**config.mk**
```make
export PLATFORM = sky130hd
export DESIGN_NAME = mult_div_unit
export DESIGN_NICKNAME = d
export VERILOG_FILES = /design/src/rtl/mult_div_unit.sv
export SDC_FILE = /design/constraint.sdc
export NUM_CORES = 1
export LEC_CHECK = 0
export ABC_AREA = 1
export BUFFER_PORTS_ARGS = -buffer_cell sky130_fd_sc_hd__buf_2
export CORE_MARGIN = 5
export CORE_UTILIZATION = 30
export CTS_CLUSTER_DIAMETER = 30
export DETAILED_ROUTE_END_ITERATION = 12
export MAX_ROUTING_LAYER = met4
export SLEW_MARGIN = 30
export SYNTH_ARGS = -nofsm -noshare
export SYNTH_HDL_FRONTEND = slang
export SYNTH_SLANG_ARGS = --single-unit
```
**constraint.sdc**
```tcl
create_clock -name clock -period 2.55 [get_ports clock]
set_clock_uncertainty 0.1 [all_clocks]
set_input_delay 0.51 -clock clock [delete_from_list [all_inputs] [get_ports clock]]
set_output_delay 0.51 -clock clock [all_outputs]
set_load 0.02 [all_outputs]
```
**src/rtl/mult_div_unit.sv**
```systemverilog
// Iterative multiply / restoring divide into HI/LO; optional signed mode under MULT_DIV_SIGNED_EN.
// Latency: done pulses WIDTH+1 edges after the accepting edge (divide-by-zero: 1 edge).
// Backpressure: start is sampled only in IDLE; start while busy is dropped, never queued.
module mult_div_unit #(
   parameter int WIDTH = 32
) (
   input  logic             clock,
   input  logic             reset,
   input  logic             start,
   input  logic             op,
   input  logic             signed_op,
   input  logic [WIDTH-1:0] a,
   input  logic [WIDTH-1:0] b,
   output logic [WIDTH-1:0] hi,
   output logic [WIDTH-1:0] lo,
   output logic             busy,
   output logic             done,
   output logic             div_zero
);

   localparam int CW = $clog2(WIDTH) + 1;

   typedef enum logic [1:0] {IDLE, RUN, FIX} state_t;

   state_t             state, state_nxt;
   logic [2*WIDTH:0]   acc;        // {upper WIDTH+1 bits, lower WIDTH bits}
   logic [WIDTH-1:0]   opnd;       // multiplicand or divisor magnitude
   logic               op_r;
   logic               zero_r;     // current op is a divide by zero: FIX only pulses done
   logic [CW-1:0]      count;

   logic               b_is_zero;
   logic               last_iter;
   logic [WIDTH-1:0]   a_mag, b_mag;
   logic [WIDTH-1:0]   fix_hi, fix_lo;
   logic [WIDTH:0]     add_sum;
   logic [2*WIDTH:0]   mul_step;
   logic [2*WIDTH:0]   shifted;
   logic [WIDTH+1:0]   diff;
   logic [2*WIDTH:0]   div_step;

   assign b_is_zero = (b == '0);
   assign last_iter = (count == CW'(WIDTH - 1));

   // one shift-add / restoring-divide iteration on the working accumulator
   always_comb begin
      add_sum  = acc[2*WIDTH:WIDTH] + {1'b0, opnd};
      mul_step = acc[0] ? ({add_sum, acc[WIDTH-1:0]} >> 1) : (acc >> 1);
      shifted  = {acc[2*WIDTH-1:0], 1'b0};
      diff     = {1'b0, shifted[2*WIDTH:WIDTH]} - {2'b00, opnd};
      div_step = diff[WIDTH+1] ? shifted : {diff[WIDTH:0], acc[WIDTH-2:0], 1'b1};
   end

`ifdef MULT_DIV_SIGNED_EN
   logic neg_res_r;   // product / quotient must be negated
   logic neg_rem_r;   // remainder takes the dividend's (negative) sign

   // magnitudes on entry, sign correction on exit
   always_comb begin
      a_mag = (signed_op && a[WIDTH-1]) ? (~a + 1'b1) : a;
      b_mag = (signed_op && b[WIDTH-1]) ? (~b + 1'b1) : b;
      if (!op_r) begin
         {fix_hi, fix_lo} = neg_res_r ? (~acc[2*WIDTH-1:0] + 1'b1) : acc[2*WIDTH-1:0];
      end else begin
         fix_lo = neg_res_r ? (~acc[WIDTH-1:0] + 1'b1) : acc[WIDTH-1:0];
         fix_hi = neg_rem_r ? (~acc[2*WIDTH-1:WIDTH] + 1'b1) : acc[2*WIDTH-1:WIDTH];
      end
   end

   // sign flags captured with the operands
   always_ff @(posedge clock or negedge reset) begin
      if (!reset) begin
         neg_res_r <= 1'b0;
         neg_rem_r <= 1'b0;
      end else if (state == IDLE && start) begin
         neg_res_r <= signed_op & (a[WIDTH-1] ^ b[WIDTH-1]);
         neg_rem_r <= signed_op & a[WIDTH-1];
      end
   end
`else
   logic unused_signed_op;
   assign unused_signed_op = signed_op;

   // unsigned only: operands and results pass straight through
   always_comb begin
      a_mag  = a;
      b_mag  = b;
      fix_hi = acc[2*WIDTH-1:WIDTH];
      fix_lo = acc[WIDTH-1:0];
   end
`endif

   // state register
   always_ff @(posedge clock or negedge reset) begin
      if (!reset) state <= IDLE;
      else        state <= state_nxt;
   end

   // next-state: divide by zero skips RUN and goes straight to the done cycle
   always_comb begin
      state_nxt = state;
      case (state)
         IDLE:    if (start) state_nxt = (op && b_is_zero) ? FIX : RUN;
         RUN:     if (last_iter) state_nxt = FIX;
         FIX:     state_nxt = IDLE;
         default: state_nxt = IDLE;
      endcase
   end

   // datapath, result registers and handshake outputs
   always_ff @(posedge clock or negedge reset) begin
      if (!reset) begin
         acc      <= '0;
         opnd     <= '0;
         op_r     <= 1'b0;
         zero_r   <= 1'b0;
         count    <= '0;
         hi       <= '0;
         lo       <= '0;
         busy     <= 1'b0;
         done     <= 1'b0;
         div_zero <= 1'b0;
      end else begin
         done <= 1'b0;
         case (state)
            IDLE: begin
               if (start) begin
                  op_r     <= op;
                  count    <= '0;
                  busy     <= 1'b1;
                  div_zero <= 1'b0;
                  if (op && b_is_zero) begin
                     hi       <= a;
                     lo       <= '1;
                     div_zero <= 1'b1;
                     zero_r   <= 1'b1;
                  end else begin
                     zero_r <= 1'b0;
                     opnd   <= op ? b_mag : a_mag;
                     acc    <= {{(WIDTH+1){1'b0}}, (op ? a_mag : b_mag)};
                  end
               end
            end
            RUN: begin
               acc   <= op_r ? div_step : mul_step;
               count <= count + 1'b1;
            end
            FIX: begin
               busy <= 1'b0;
               done <= 1'b1;
               if (!zero_r) begin
                  hi <= fix_hi;
                  lo <= fix_lo;
               end
            end
            default: ;
         endcase
      end
   end

endmodule
```
==> qor.yml <==
status:
  status: "completed"
detailed_routing:
  detailroute.via_count: 15575
  mean_routed_wirelength_per_cell_um: 17.62
  ant_nets: 0
  drt_iter0_drc: 1428
  wl_um: 55290
  route.detailed.vias_per_inst: 4.965
  firstDrtPassIters: 6
  drc_errors: 0
timing:
  setup_viol: 0
  report.final.hold_viol_count: 0
  final_period_minus_worst_setup_slack_ns: 2.451
  worst_slack_ns: 0.09855
  tightestPinTransition_ns: 0.7238
  hold-worst-slack_ns: 0.2255
  timing.setup.tns_ns: 0
  unrepaired_setup_endpoints_after_global_routing: "yes"
  slew-limit-headroom: 0.5169
  slew_viol_final: 0
  final.period_utilization: 0.9614
  max_clock_freq_ghz: 0.4079
synthesis:
  synth_seq_area_share: 0.3091
  yosys_reg_bits: 173
  synth_area_um2: 14010
  yosysUniqueCellTypes: 40
  post_synth_arst_share: 1.000
  mappedNetlistNets: 2363
  post_synthesis_cells: 2227
  ys.flop_type: "dfrtp_1"
  synth_enable_flop_cells: 0
  ys.warnings.count: 0
  syn_avg_cell_area_um2: 6.290
layout:
  proportion_of_layout_cells_with_a_drive_suffix_above_1: 0.2174
  finish.instance_area_um2: 18040
  most-common-layout-cells: "nand2_1 (670), inv_1 (331), buf_4 (211), nor2_1 (195), dfrtp_1 (163)"
  most_frequent_standard_cell_in_the_layout_excluding_fill_and_tap_cells: "nand2_1"
  area.growth.synth_to_final_pct: 28.79
  antenna_cells: 0
  post_layout_nets: 2654
power_and_ir_drop:
  totalPowerFinal_uw: 29110
  peakVddDrop_v: 0.0006232
  p_leak_uw: 0.009284
  power_density_nw_per_um2: 1614
worst_setup_path:
  timing.critical_path.required_ns: 2.79
  rr_startpoint: "acc[55]"
  crit_path_end_kind: "flip-flop"
  worstPathMaxFanout: 7
  reg2reg_slack_ns: 0.1
  reg2regPathDepth: 13
  reg2reg_to: "acc[35]"
  setup.worst_path.start_class: "flip-flop"
  timing.critical_path.from: "acc[55]"
  setup.worst_path.class: "flip-flop to flip-flop"
  crit_end: "acc[35]"
  cp_data_arrival_time_ns: 2.70
global_routing:
  initial_antenna_violation_count: 0
  grt_pass1_wl_um: 83600
  remaining_global_route_overflow: 0
  grt_start_max_net_pins: 93
  first_global_vias: 14498
  grt.total_usage: 0.2153
clock_network:
  htree_num_levels: 4
  clock_latency_ns: 0.46
  root_buffer: "clkbuf_16"
  cts_tree: "yes"
  path_clk_slew_ns: 0.07
  clk_path_buf_depth: 2
  tritoncts.num_buffers: 17
  clkSinkCount: 173
floorplanning:
  fp.coreArea_um2: 46360
  pin_count: 136
  die_span_y_um: 226.1
  standard_cell_row_count: 79
  die_width_um: 226.1
  dieArea_um2: 51110
  floorplan.initialDensity: 0.3022
placement:
  portBuffers: 134
  pre_cts_slack_ns: -0.08110
  detailed_place.area_um2: 16750
  dp_hpwl_um: 43200
  gp_routability_congestion: 0.9623
run:
  maxCapViolations: 0
hold_path:
  hp-class: "input port to flip-flop"
registers in the layout, summed over array words and instances, names as in the netlist:
name,cells
hi,32
zero_r,1
done,1
opnd,32
busy,1
acc,65
op_r,1
lo,32
state,2
count,6
kinds of logic (layout without fill, tap and decap cells):
family / after synthesis / count (layout) / share of synthesized area
buf+inv: 435 / 737 / 0.1230
fa+ha+maj: 67 / 67 / 0.06092
flops: 173 / 173 / 0.3091
compound gates: 415 / 415 / 0.1674
simple gates: 1123 / 1124 / 0.3309
xor+xnor: 14 / 14 / 0.008754
layout make-up:
| type | count | area, µm² |
|---|---|---|
| multi-input combinational | 1620 | 8504 |
| inverter | 344 | 1294 |
| tap | 607 | 759.5 |
| timing repair buffer | 362 | 2565 |
| fill | 4936 | 28320 |
| clock inverter | 10 | 105.1 |
| sequential | 173 | 4342 |
| clock buffer | 21 | 470.5 |
routing by layer:
layer,wire length (µm),vias to the layer above,global-route usage
li1,-,7741,-
met4,1526,0,0.05841
met1,26170,7302,0.3000
met3,2438,79,0.02509
met2,25150,453,0.3337
met5,0,-,-
worst max-delay path, stage by stage, from the launching register on:
cell,delay [ns]
dfrtp_1,0.46
ha_4,0.28
nand2_1,0.07
inv_1,0.06
nand2_1,0.07
nand3_1,0.12
a21oi_2,0.19
nor2_2,0.07
nor2_4,0.21
nand2_8,0.13
nor2_4,0.24
inv_4,0.11
nor2_1,0.12
o21ai_1,0.08
stage by stage:
step,instances,util
after floorplan,2227,-
after global placement,3084,0.3613
after detailed placement,3084,0.3613
after CTS,3116,0.3741
after global routing,3137,0.3891
final,3137,0.3891
Yosys cell counts (2+ instances only):
master / n / area share
a21oi_1: 155 / 0.055
a21oi_2: 2 / 0.0013
a31oi_1: 81 / 0.036
and2_1: 2 / 0.00089
and3_1: 2 / 0.00089
buf_1: 9 / 0.0024
buf_2: 18 / 0.0064
buf_4: 12 / 0.0064
buf_6: 3 / 0.0024
clkbuf_1: 49 / 0.013
dfrtp_1: 173 / 0.31
fa_1: 2 / 0.0029
ha_1: 65 / 0.058
inv_1: 338 / 0.091
inv_2: 6 / 0.0016
nand2_1: 707 / 0.19
nand2_2: 3 / 0.0013
nand3_1: 122 / 0.044
nand3b_1: 20 / 0.011
nand4_1: 26 / 0.012
nor2_1: 213 / 0.057
nor2_2: 4 / 0.0018
nor2_4: 3 / 0.0024
nor3_1: 8 / 0.0029
nor3_2: 3 / 0.0021
nor4_1: 2 / 0.00089
o211ai_1: 51 / 0.027
o21a_1: 7 / 0.0038
o21ai_0: 105 / 0.038
o21ai_1: 8 / 0.0029
o21bai_1: 2 / 0.0011
o22ai_1: 2 / 0.00089
or2_2: 5 / 0.0022
xnor2_1: 8 / 0.0050
xor2_1: 6 / 0.0038
report_power, final:
group,switching (µW),internal [µW]
sequential,1090,4100
combinational,13000,8220
clock,1260,1440
worst min path at each step:
stage | start | to | slack, ns | cells past startpoint
6_report | a[28] | hi[28] | 0.23 | 3
5_1_grt | a[28] | hi[28] | 0.22 | 3
4_1_cts | a[29] | hi[29] | 0.21 | 3
3_5_place_dp | busy | busy | 0.36 | 2
3_3_place_gp | busy | busy | 0.36 | 2
2_1_floorplan | reset | acc[0] | 0.11 | 0
timing repair:
| action | 4_1_cts | 5_1_grt |
|---|---|---|
| buffers inserted | 0 | 20 |
| endpoints found under the hold margin | 56 | 0 |
| setup endpoints to repair | 4 | 34 |
| hold buffers | 1 | 0 |
| resized for setup | 1 | 136 |
| gates cloned | 0 | 1 |
| pin swaps | 0 | 14 |
Power figures use the tool's default switching activity.
